==> config.mk <==
export PLATFORM = sky130hd
export DESIGN_NAME = free_list_flat
export DESIGN_NICKNAME = d
export VERILOG_FILES = /design/src/rtl/cpu_params.sv /design/src/rtl/free_list_pkg.sv /design/src/rtl/free_list_if.sv /design/src/rtl/free_list.sv /design/src/flat_wrapper.sv
export SDC_FILE = /design/constraint.sdc
export NUM_CORES = 1
export LEC_CHECK = 0
export BUFFER_PORTS_ARGS = -buffer_cell sky130_fd_sc_hd__buf_2
export CORE_ASPECT_RATIO = 1.4
export CORE_MARGIN = 2
export CORE_UTILIZATION = 40
export CTS_CLUSTER_DIAMETER = 80
export CTS_CLUSTER_SIZE = 12
export DETAILED_ROUTE_END_ITERATION = 10
export SLEW_MARGIN = 40
export SYNTH_ARGS = -nofsm -noshare
export SYNTH_HDL_FRONTEND = slang
export SYNTH_SLANG_ARGS = --single-unit
export TNS_END_PERCENT = 20
==> constraint.sdc <==
create_clock -name clk -period 2.34 [get_ports clk]
set_clock_uncertainty 0.1 [all_clocks]
set_input_delay 0.234 -clock clk [delete_from_list [all_inputs] [get_ports clk]]
set_output_delay 0.234 -clock clk [all_outputs]
set_load 0.005 [all_outputs]
==> src/rtl/cpu_params.sv <==
// cpu_params: core-wide sizing constants shared by the rename, ROB and
// free-list blocks.
//   PRF_DEPTH / PRF_IDX : physical register count and index width
//   ARF_DEPTH / ARF_IDX : architectural register count and index width
//   FL_DEPTH  / FL_IDX  : free-list entries (PRF - ARF) and slot index width
package cpu_params;
  localparam int PRF_DEPTH = 64;
  localparam int PRF_IDX   = $clog2(PRF_DEPTH);
  localparam int ARF_DEPTH = 32;
  localparam int ARF_IDX   = $clog2(ARF_DEPTH);
  localparam int FL_DEPTH  = PRF_DEPTH - ARF_DEPTH;
  localparam int FL_IDX    = $clog2(FL_DEPTH);
endpackage

==> src/rtl/free_list_pkg.sv <==
// free_list_pkg: types shared between the free list and its neighbours.
//   fl_ptr_t : head/tail pointer, FL_IDX slot bits plus one wrap bit, so a
//              checkpointing ROB can snapshot head directly.
package free_list_pkg;
  typedef logic [cpu_params::FL_IDX:0] fl_ptr_t;
endpackage

==> src/rtl/free_list_if.sv <==
// free_list_if: rename/commit/flush handshake to the physical-register
// free list.
//   dq_en    : rename consumes dq_phy this cycle
//   dq_valid : an index is available
//   dq_phy   : head index offered to rename
//   enq_en   : commit returns enq_phy
//   enq_phy  : stale physical index being freed
//   flush    : recovery pulse from the ROB
//   full     : list holds every free-able index
//   err      : sticky overflow / underflow / x0-free indicator
// master = pipeline side (rename/ROB), slave = free list.
interface free_list_if;
  logic                            dq_en;
  logic                            dq_valid;
  logic [cpu_params::PRF_IDX-1:0]  dq_phy;
  logic                            enq_en;
  logic [cpu_params::PRF_IDX-1:0]  enq_phy;
  logic                            flush;
  logic                            full;
  logic                            err;

  modport master (
    output dq_en, enq_en, enq_phy, flush,
    input  dq_valid, dq_phy, full, err
  );

  modport slave (
    input  dq_en, enq_en, enq_phy, flush,
    output dq_valid, dq_phy, full, err
  );
endinterface

==> src/rtl/free_list.sv <==
// free_list: circular FIFO of free physical register indices.
//   clk, rst_n : clock, asynchronous active-low reset
//   fl         : free_list_if.slave (dequeue to rename, enqueue from commit,
//                flush from ROB, full/err status)
// Rename dequeues the head index; commit enqueues the stale mapping at the
// tail. A flush rewinds head to sit one full lap behind tail, which makes
// every slot dequeued since the last commit available again.
// Optional build macro FREE_LIST_BYPASS_EN: when the list is empty a legal
// enqueue is offered on dq_phy in the same cycle and may be consumed
// directly by rename without touching the pointers.
module free_list
  import free_list_pkg::*;
#(
  parameter int PRF_DEPTH = cpu_params::PRF_DEPTH,
  parameter int ARF_DEPTH = cpu_params::ARF_DEPTH,
  parameter int FL_DEPTH  = PRF_DEPTH - ARF_DEPTH
) (
  input  logic        clk,
  input  logic        rst_n,
  free_list_if.slave  fl
);

  localparam int FL_IDX = $clog2(FL_DEPTH);
  localparam int PW     = cpu_params::PRF_IDX;

  logic [PW-1:0] mem_q [FL_DEPTH];
  logic [PW-1:0] mem_d [FL_DEPTH];
  fl_ptr_t       head_q, head_d;
  fl_ptr_t       tail_q, tail_d;
  fl_ptr_t       tail_enq;
  logic          err_q, err_d;

  logic          empty;
  logic          full;
  logic          enq_legal;
  logic          bypass;
  logic          byp_take;
  logic          deq_take;
  logic          enq_ok;
  logic          dq_valid;

  always_comb begin
    empty     = (head_q == tail_q);
    // Same slot, opposite lap: every entry is occupied.
    full      = (head_q[FL_IDX] != tail_q[FL_IDX]) &&
                (head_q[FL_IDX-1:0] == tail_q[FL_IDX-1:0]);
    enq_legal = fl.enq_en && (fl.enq_phy != '0);
`ifdef FREE_LIST_BYPASS_EN
    bypass    = empty && enq_legal;
`else
    bypass    = 1'b0;
`endif
    dq_valid  = !empty || bypass;
    // A flushed cycle discards whatever rename tried to take.
    deq_take  = fl.dq_en && !empty && !fl.flush;
    byp_take  = bypass && fl.dq_en && !fl.flush;
    // When full, the same-cycle dequeue frees the slot tail points at; the
    // read of that slot happens before the write edge, so it returns the
    // old contents.
    enq_ok    = enq_legal && (!full || deq_take) && !byp_take;
  end

  always_comb begin
    mem_d = mem_q;
    if (enq_ok) begin
      mem_d[tail_q[FL_IDX-1:0]] = fl.enq_phy;
    end
    tail_enq = tail_q + fl_ptr_t'(enq_ok);
    tail_d   = tail_enq;
    if (fl.flush) begin
      // One full lap behind the post-enqueue tail: the list becomes full and
      // the slots dequeued but not yet overwritten by commits come back.
      head_d = {~tail_enq[FL_IDX], tail_enq[FL_IDX-1:0]};
    end else begin
      head_d = head_q + fl_ptr_t'(deq_take);
    end
    err_d = err_q
          | (fl.dq_en && !dq_valid)
          | (fl.enq_en && (fl.enq_phy == '0))
          | (enq_legal && full && !deq_take);
  end

  always_ff @(posedge clk or negedge rst_n) begin
    if (!rst_n) begin
      for (int i = 0; i < FL_DEPTH; i++) begin
        mem_q[i] <= PW'(ARF_DEPTH + i);
      end
      head_q <= '0;
      tail_q <= {1'b1, {FL_IDX{1'b0}}};
      err_q  <= 1'b0;
    end else begin
      mem_q  <= mem_d;
      head_q <= head_d;
      tail_q <= tail_d;
      err_q  <= err_d;
    end
  end

  assign fl.dq_valid = dq_valid;
  assign fl.dq_phy   = bypass ? fl.enq_phy : mem_q[head_q[FL_IDX-1:0]];
  assign fl.full     = full;
  assign fl.err      = err_q;

endmodule
==> src/flat_wrapper.sv <==
// flat-port wrapper written by rule: the top's interface ports become plain ports
module free_list_flat import free_list_pkg::*;
#(
  parameter int PRF_DEPTH = cpu_params::PRF_DEPTH,
  parameter int ARF_DEPTH = cpu_params::ARF_DEPTH,
  parameter int FL_DEPTH  = PRF_DEPTH - ARF_DEPTH
)
  (clk, rst_n, fl_dq_en, fl_enq_en, fl_enq_phy, fl_flush, fl_dq_valid, fl_dq_phy, fl_full, fl_err);
  free_list_if fl_i ();
  input  logic clk;
  input  logic rst_n;
  input wire logic [$bits(fl_i.dq_en)-1:0] fl_dq_en;
  input wire logic [$bits(fl_i.enq_en)-1:0] fl_enq_en;
  input wire logic [$bits(fl_i.enq_phy)-1:0] fl_enq_phy;
  input wire logic [$bits(fl_i.flush)-1:0] fl_flush;
  output wire logic [$bits(fl_i.dq_valid)-1:0] fl_dq_valid;
  output wire logic [$bits(fl_i.dq_phy)-1:0] fl_dq_phy;
  output wire logic [$bits(fl_i.full)-1:0] fl_full;
  output wire logic [$bits(fl_i.err)-1:0] fl_err;
  assign fl_i.dq_en = fl_dq_en;
  assign fl_i.enq_en = fl_enq_en;
  assign fl_i.enq_phy = fl_enq_phy;
  assign fl_i.flush = fl_flush;
  assign fl_dq_valid = fl_i.dq_valid;
  assign fl_dq_phy = fl_i.dq_phy;
  assign fl_full = fl_i.full;
  assign fl_err = fl_i.err;
  free_list #(.PRF_DEPTH(PRF_DEPTH), .ARF_DEPTH(ARF_DEPTH), .FL_DEPTH(FL_DEPTH)) u_core (.clk(clk), .rst_n(rst_n), .fl(fl_i));
endmodule
## Word level (Yosys, flattened, before mapping)

Index checks and enable logic that the tools add are counted.

- Reductions and logical operators: 17
- Magnitude comparators: 3
- Muxes and demuxes: 7
- Add/sub/neg operators: 2
- Bitwise gates (word level): 6
- Equality and inequality tests: 3

Operators by type and width:

| operator | count |
|---|---|
| 192-bit bitwise mux | 1 |
| 6-bit binary-select mux with 5-bit select | 1 |
| 6-bit demux with 5-bit select | 1 |
| 6-bit two-way mux | 4 |
| 6-bit by 1-bit adder with 6-bit output | 2 |
| 6-bit >= comparator (second input constant) | 2 |
| 5-bit inverter with 6-bit output | 2 |
| 1-bit logical AND | 10 |
| 6-bit == test | 1 |
| 6-bit zero test | 1 |
| 6-bit by 1-bit < comparator with 1-bit output (second input constant) | 1 |
| 6-bit nonzero test | 1 |
| 5-bit == test | 1 |
| 1-bit zero test | 4 |
| 1-bit bitwise OR | 3 |
| 1-bit logical OR | 1 |
| 1-bit inequality test | 1 |
| 1-bit inverter | 1 |

- Register bits after elaboration: 205
- Word-level logic and storage cells: 73
- Input bits: 11
- Output and inout port bits: 9

## Depth between registers and ports, before layout

- Word-level depth: 9
- Gate-level depth with buffers: 13
- Mapped depth without buffers: 10

## Worst setup path after synthesis

Ideal clock, no wire load.

- Kind: flip-flop to flip-flop
- From: reg u_core.tail_q[5]
- To: reg u_core.head_q[1]
- Arrival time: 2.218 ns
- Buffers on the path: 2
- Clock period less this slack: 2.442 ns
- Data required time: 2.115 ns
- Path slack: -0.102 ns
- Cell stages (with the launch flop): 10
- Library setup time: 0.125 ns
- Cell sequence: dfstp_2 xor2_1 nand4_1 o21a_1 buf_2 buf_2 and2_1 ha_1 ha_1 mux2_2

- Longest elaborated chain between the ends: 8
- Elaborated cells between the ends (all ways): 12

RTL lines:

| item | line | RTL |
|---|---|---|
| start, declared | free_list.sv:29 | `fl_ptr_t tail_q, tail_d;` |
| start signal, assigned | free_list.sv:89 | `tail_q <= {1'b1, {FL_IDX{1'b0}}};` |
| start signal, assigned | free_list.sv:94 | `tail_q <= tail_d;` |
| 6-bit == test | free_list.sv:43 | `empty = (head_q == tail_q);` |
| 1-bit zero test | free_list.sv:55 | `deq_take = fl.dq_en && !empty && !fl.flush;` |
| 1-bit logical AND (2 in series) | free_list.sv:55 |  |
| 1-bit logical OR (*) | free_list.sv:60 | `enq_ok = enq_legal && (!full \|\| deq_take) && !byp_take;` |
| 1-bit logical AND (*) | free_list.sv:60 |  |
| 6-bit by 1-bit adder with 6-bit output (*) | free_list.sv:68 | `tail_enq = tail_q + fl_ptr_t'(enq_ok);` |
| named net u_core.tail_d[1] | free_list.sv:29 |  |
| 6-bit two-way mux (*) | free_list.sv:70 | `if (fl.flush) begin` |
| named net u_core.head_d[1] | free_list.sv:28 | `fl_ptr_t head_q, head_d;` |
| end signal, assigned | free_list.sv:88 | `head_q <= '0;` |
| end signal, assigned | free_list.sv:93 | `head_q <= head_d;` |
| end, declared | free_list.sv:28 |  |

The timed path passes the listed nets; every way through them passes the cells marked *.
A chain may end at the register's enable or synchronous reset.

## Worst setup path in the final report

- From: reg u_core.head_q[1]
- To: out fl_dq_phy[3]

- Longest elaborated chain between the ends: 4

RTL lines:

| item | line | RTL |
|---|---|---|
| 5-bit inverter with 6-bit output (not written as such) | free_list.sv:100 | `assign fl.dq_phy = bypass ? fl.enq_phy : mem_q[head_q[FL_IDX-1:0]];` |
| 6-bit binary-select mux with 5-bit select | free_list.sv:100 |  |
| 6-bit two-way mux (not written as such) (2 in series) | free_list.sv:100 |  |
| end, declared | flat_wrapper.sv:17 | `output wire logic [$bits(fl_i.dq_phy)-1:0] fl_dq_phy;` |

No other way between the ends. The select of a mux whose other input is x is not followed.

==> reports/qor.yml <==
run_status: "complete, but fails checks"
violations: "setup timing"
yosys_register_bits: 205
num-nets-final: 778
boundaryPins: 20
path_clk_slew_ns: 0.06
r2r_slack_ns: -0.19
crit_chain: "clkbuf_16 > mux4_2 > mux2i_1 > o21ai_2 > and2_4 > buf_2"
drive_gt1_share_pct: 71.0
rr_endpoint: "u_core.mem_q[26]"
worstHoldStart: "fl_enq_en"
globalRouteOverflowTotal: 0
cts_tree: "built"
slew_headroom_pct: 48.6
hold_viol: 0
synthTopCellsByArea: "dfstp_2 30%, dfrtp_1 23%, mux2_2 22%, mux4_2 8.0%, mux2i_1 3.6%"
postPlaceCellArea_sq_um: 11000
required_ns: 2.01
cts_sinks: 205
place.gp.congestion: 0.866
cts_buffer_depth: 3
cap_violations: 0
routed_wl_mm: 25.3
p_leak_nw: 5.09
grt_pass1_vias: 6923
yosysTopAreaCell: "dfstp_2"
min_period_ns: 2.85
numCtsBuffers: 21
drc_errors: 0
insertion_delay_ns: 0.50
critPathMaxStageDelay_ns: 0.58
synthDistinctLibCells: 41
whs_ns: 0.143
grt_max_degree: 56
synth_flop_cell: "dfstp_2"
syn_area_sq_um: 9860
syn_area_per_cell_sq_um: 14.7
die_h_um: 190
slew_violations: 0
die_w_um: 137
synth.net_count: 687
routedWlPerCell_um: 23.1
rsz0062_at_grt: "yes"
via_count: 6061
numPortBuffers: 19
grt_use_total_pct: 20.1
worst_slack_ns: -0.513
antenna_found_initial: 0
utilization_pct: 51.0
tns_ns: -8.26
yosysMostFrequentCell: "mux2_2"
r2r_cells: 10
core-area_sq_um: 24400
h-tree-depth: 1
whs_endpoint: "u_core.fl.err"
critPathKind: "reg2out"
hold_path_class: "in2reg"
yosys_warnings: 0
num_rows: 68
critPathCaptureType: "output pin"
irDropWorstVdd_mv: 0.658
setup_viol: 95
synth_cells: 672
vias_per_cell: 5.55
reg2reg_from: "u_core.head_q[1]"
dr.pass1.iters: 4
max_clock_freq_ghz: 0.351
diodes: 0
dieArea_sq_um: 25900
synth_common_cells: "195 x mux2_2, 113 x dfstp_2, 92 x dfrtp_1"
ant_nets: 0
yosys.area.top_type_share_pct: 30.1
cts_root_buf: "clkbuf_16"
synthArstFlopShare_pct: 100
grt_pass1_wl_mm: 39.7
crit_path_start_kind: "register"
cp-startpoint: "u_core.head_q[1]"
power.density_nw_per_um2: 1400
final_cell_area_sq_um: 12400
worstPathMaxFanout: 8
period_share_pct: 122
crit_arrival_ns: 2.52
synth_seq_area_share_pct: 53.4
synth_edf_count: 0
crit_path_top_delay_cell: "dfrtp_4"
dpl.hpwl_mm: 16.8
initial_core_util_pct: 40.4
hold_path_depth: 3
tightest_slew_ns: 0.766
areaGrowthSynthToFinish_pct: 26.1
drt_iter0_markers: 253
## worst max-delay path by stage
stage                             endpoint  slack, ns  cells after the start
after CTS                     fl_dq_phy[0]      -0.50                      5
after detailed placement      fl_dq_phy[1]      -0.43                      6
after global placement        fl_dq_phy[1]      -0.39                      6
final                         fl_dq_phy[3]      -0.51                      6
after floorplan           u_core.head_q[1]      0.004                     10
after global routing          fl_dq_phy[0]      -0.55                      9
## power breakdown
part           switching, mW  internal [mW]  leakage (nW)  total (mW)
sequential             0.950           5.63          2.35        6.58
clock                   1.37           1.69         0.283        3.06
combinational           3.44           4.30          2.46        7.73
total                   5.76           11.6          5.09        17.4
## sequential cells by signal, summed over array words and instances, names as in the netlist
register / count
u_core.mem_q: 192
u_core.head_q: 6
u_core.tail_q: 6
u_core.fl.err: 1
## final cells by class
cell class	count	area, sq um
inverter	1	3.75
multi-input combinational	419	4860
clock buffer	36	582
clock inverter	1	11.3
fill	1985	12000
sequential	205	5280
timing repair buffer	115	1310
tap	315	394
## metal layers
| metal | global-route usage, % | vias up | wire (um) |
|---|---|---|---|
| met5 | 0 | - | 0 |
| met4 | 7.69 | 0 | 890 |
| met3 | 2.34 | 49 | 654 |
| met2 | 37.0 | 89 | 13800 |
| met1 | 23.7 | 3250 | 9950 |
| li1 | - | 2673 | - |
## placed cells by master, fill, tap and decap left out, drive strengths merged, types with 2 or more instances in the layout
cell type and n:
a211oi 2, xnor2 9, mux2i 35, inv 2, dfstp 113, nand2 8, dfrtp 92, xor2 5
nand3 24, ha 4, a21oi 7, mux2 195, nor2b 2, nand4 2, clkbuf 41, and2 8
dlygate4sd3 3, o221ai 6, mux4 35, nor4 2, nor3b 3, nor2 20, o21ai 14, nand3b 7
buf 107, a2111oi 5, nor3 17
## stage by stage
| stage | total power, mW | worst slack [ns] | instances |
|---|---|---|---|
| 6_report | 17.4 | -0.513 | 1092 |
| 5_1_grt | 18.3 | -0.550 | 1092 |
| 4_1_cts | 16.7 | -0.495 | 1078 |
| 3_5_place_dp | 12.9 | -0.434 | 1033 |
| 3_3_place_gp | 12.7 | -0.389 | 1033 |
| 2_1_floorplan | 10.4 | 0.00366 | 672 |
## what timing repair did
item	4_1_cts	5_1_grt
cloned	1	4
setup endpoints to repair	70	173
gates resized for setup	56	57
pin swaps	7	21
buffers inserted	6	10
hold buffers	3	0
hold endpoints to repair	53	0
## critical path: cells and delay by family, from the launching register on
kind	cells	cell delay, ns
AOI/OAI and AO/OA	1	0.13
buffers and inverters	2	0.33
DFF	1	0.58
muxes	2	0.78
and+or+nand+nor	1	0.18
## kinds of logic (layout without fill, tap and decap cells)
| family | after synthesis | after routing | share of synthesized area (%) |
|---|---|---|---|
| multiplexers | 265 | 265 | 33.8 |
| flip-flops | 205 | 205 | 53.4 |
| AND/OR/NAND/NOR | 98 | 98 | 6.19 |
| buffers and inverters | 48 | 153 | 2.25 |
| AO/OA/AOI/OAI | 38 | 38 | 2.56 |
| XOR/XNOR | 14 | 14 | 1.24 |
| adder cells (fa/ha/maj) | 4 | 4 | 0.507 |
(Power assumes the default switching activity.)
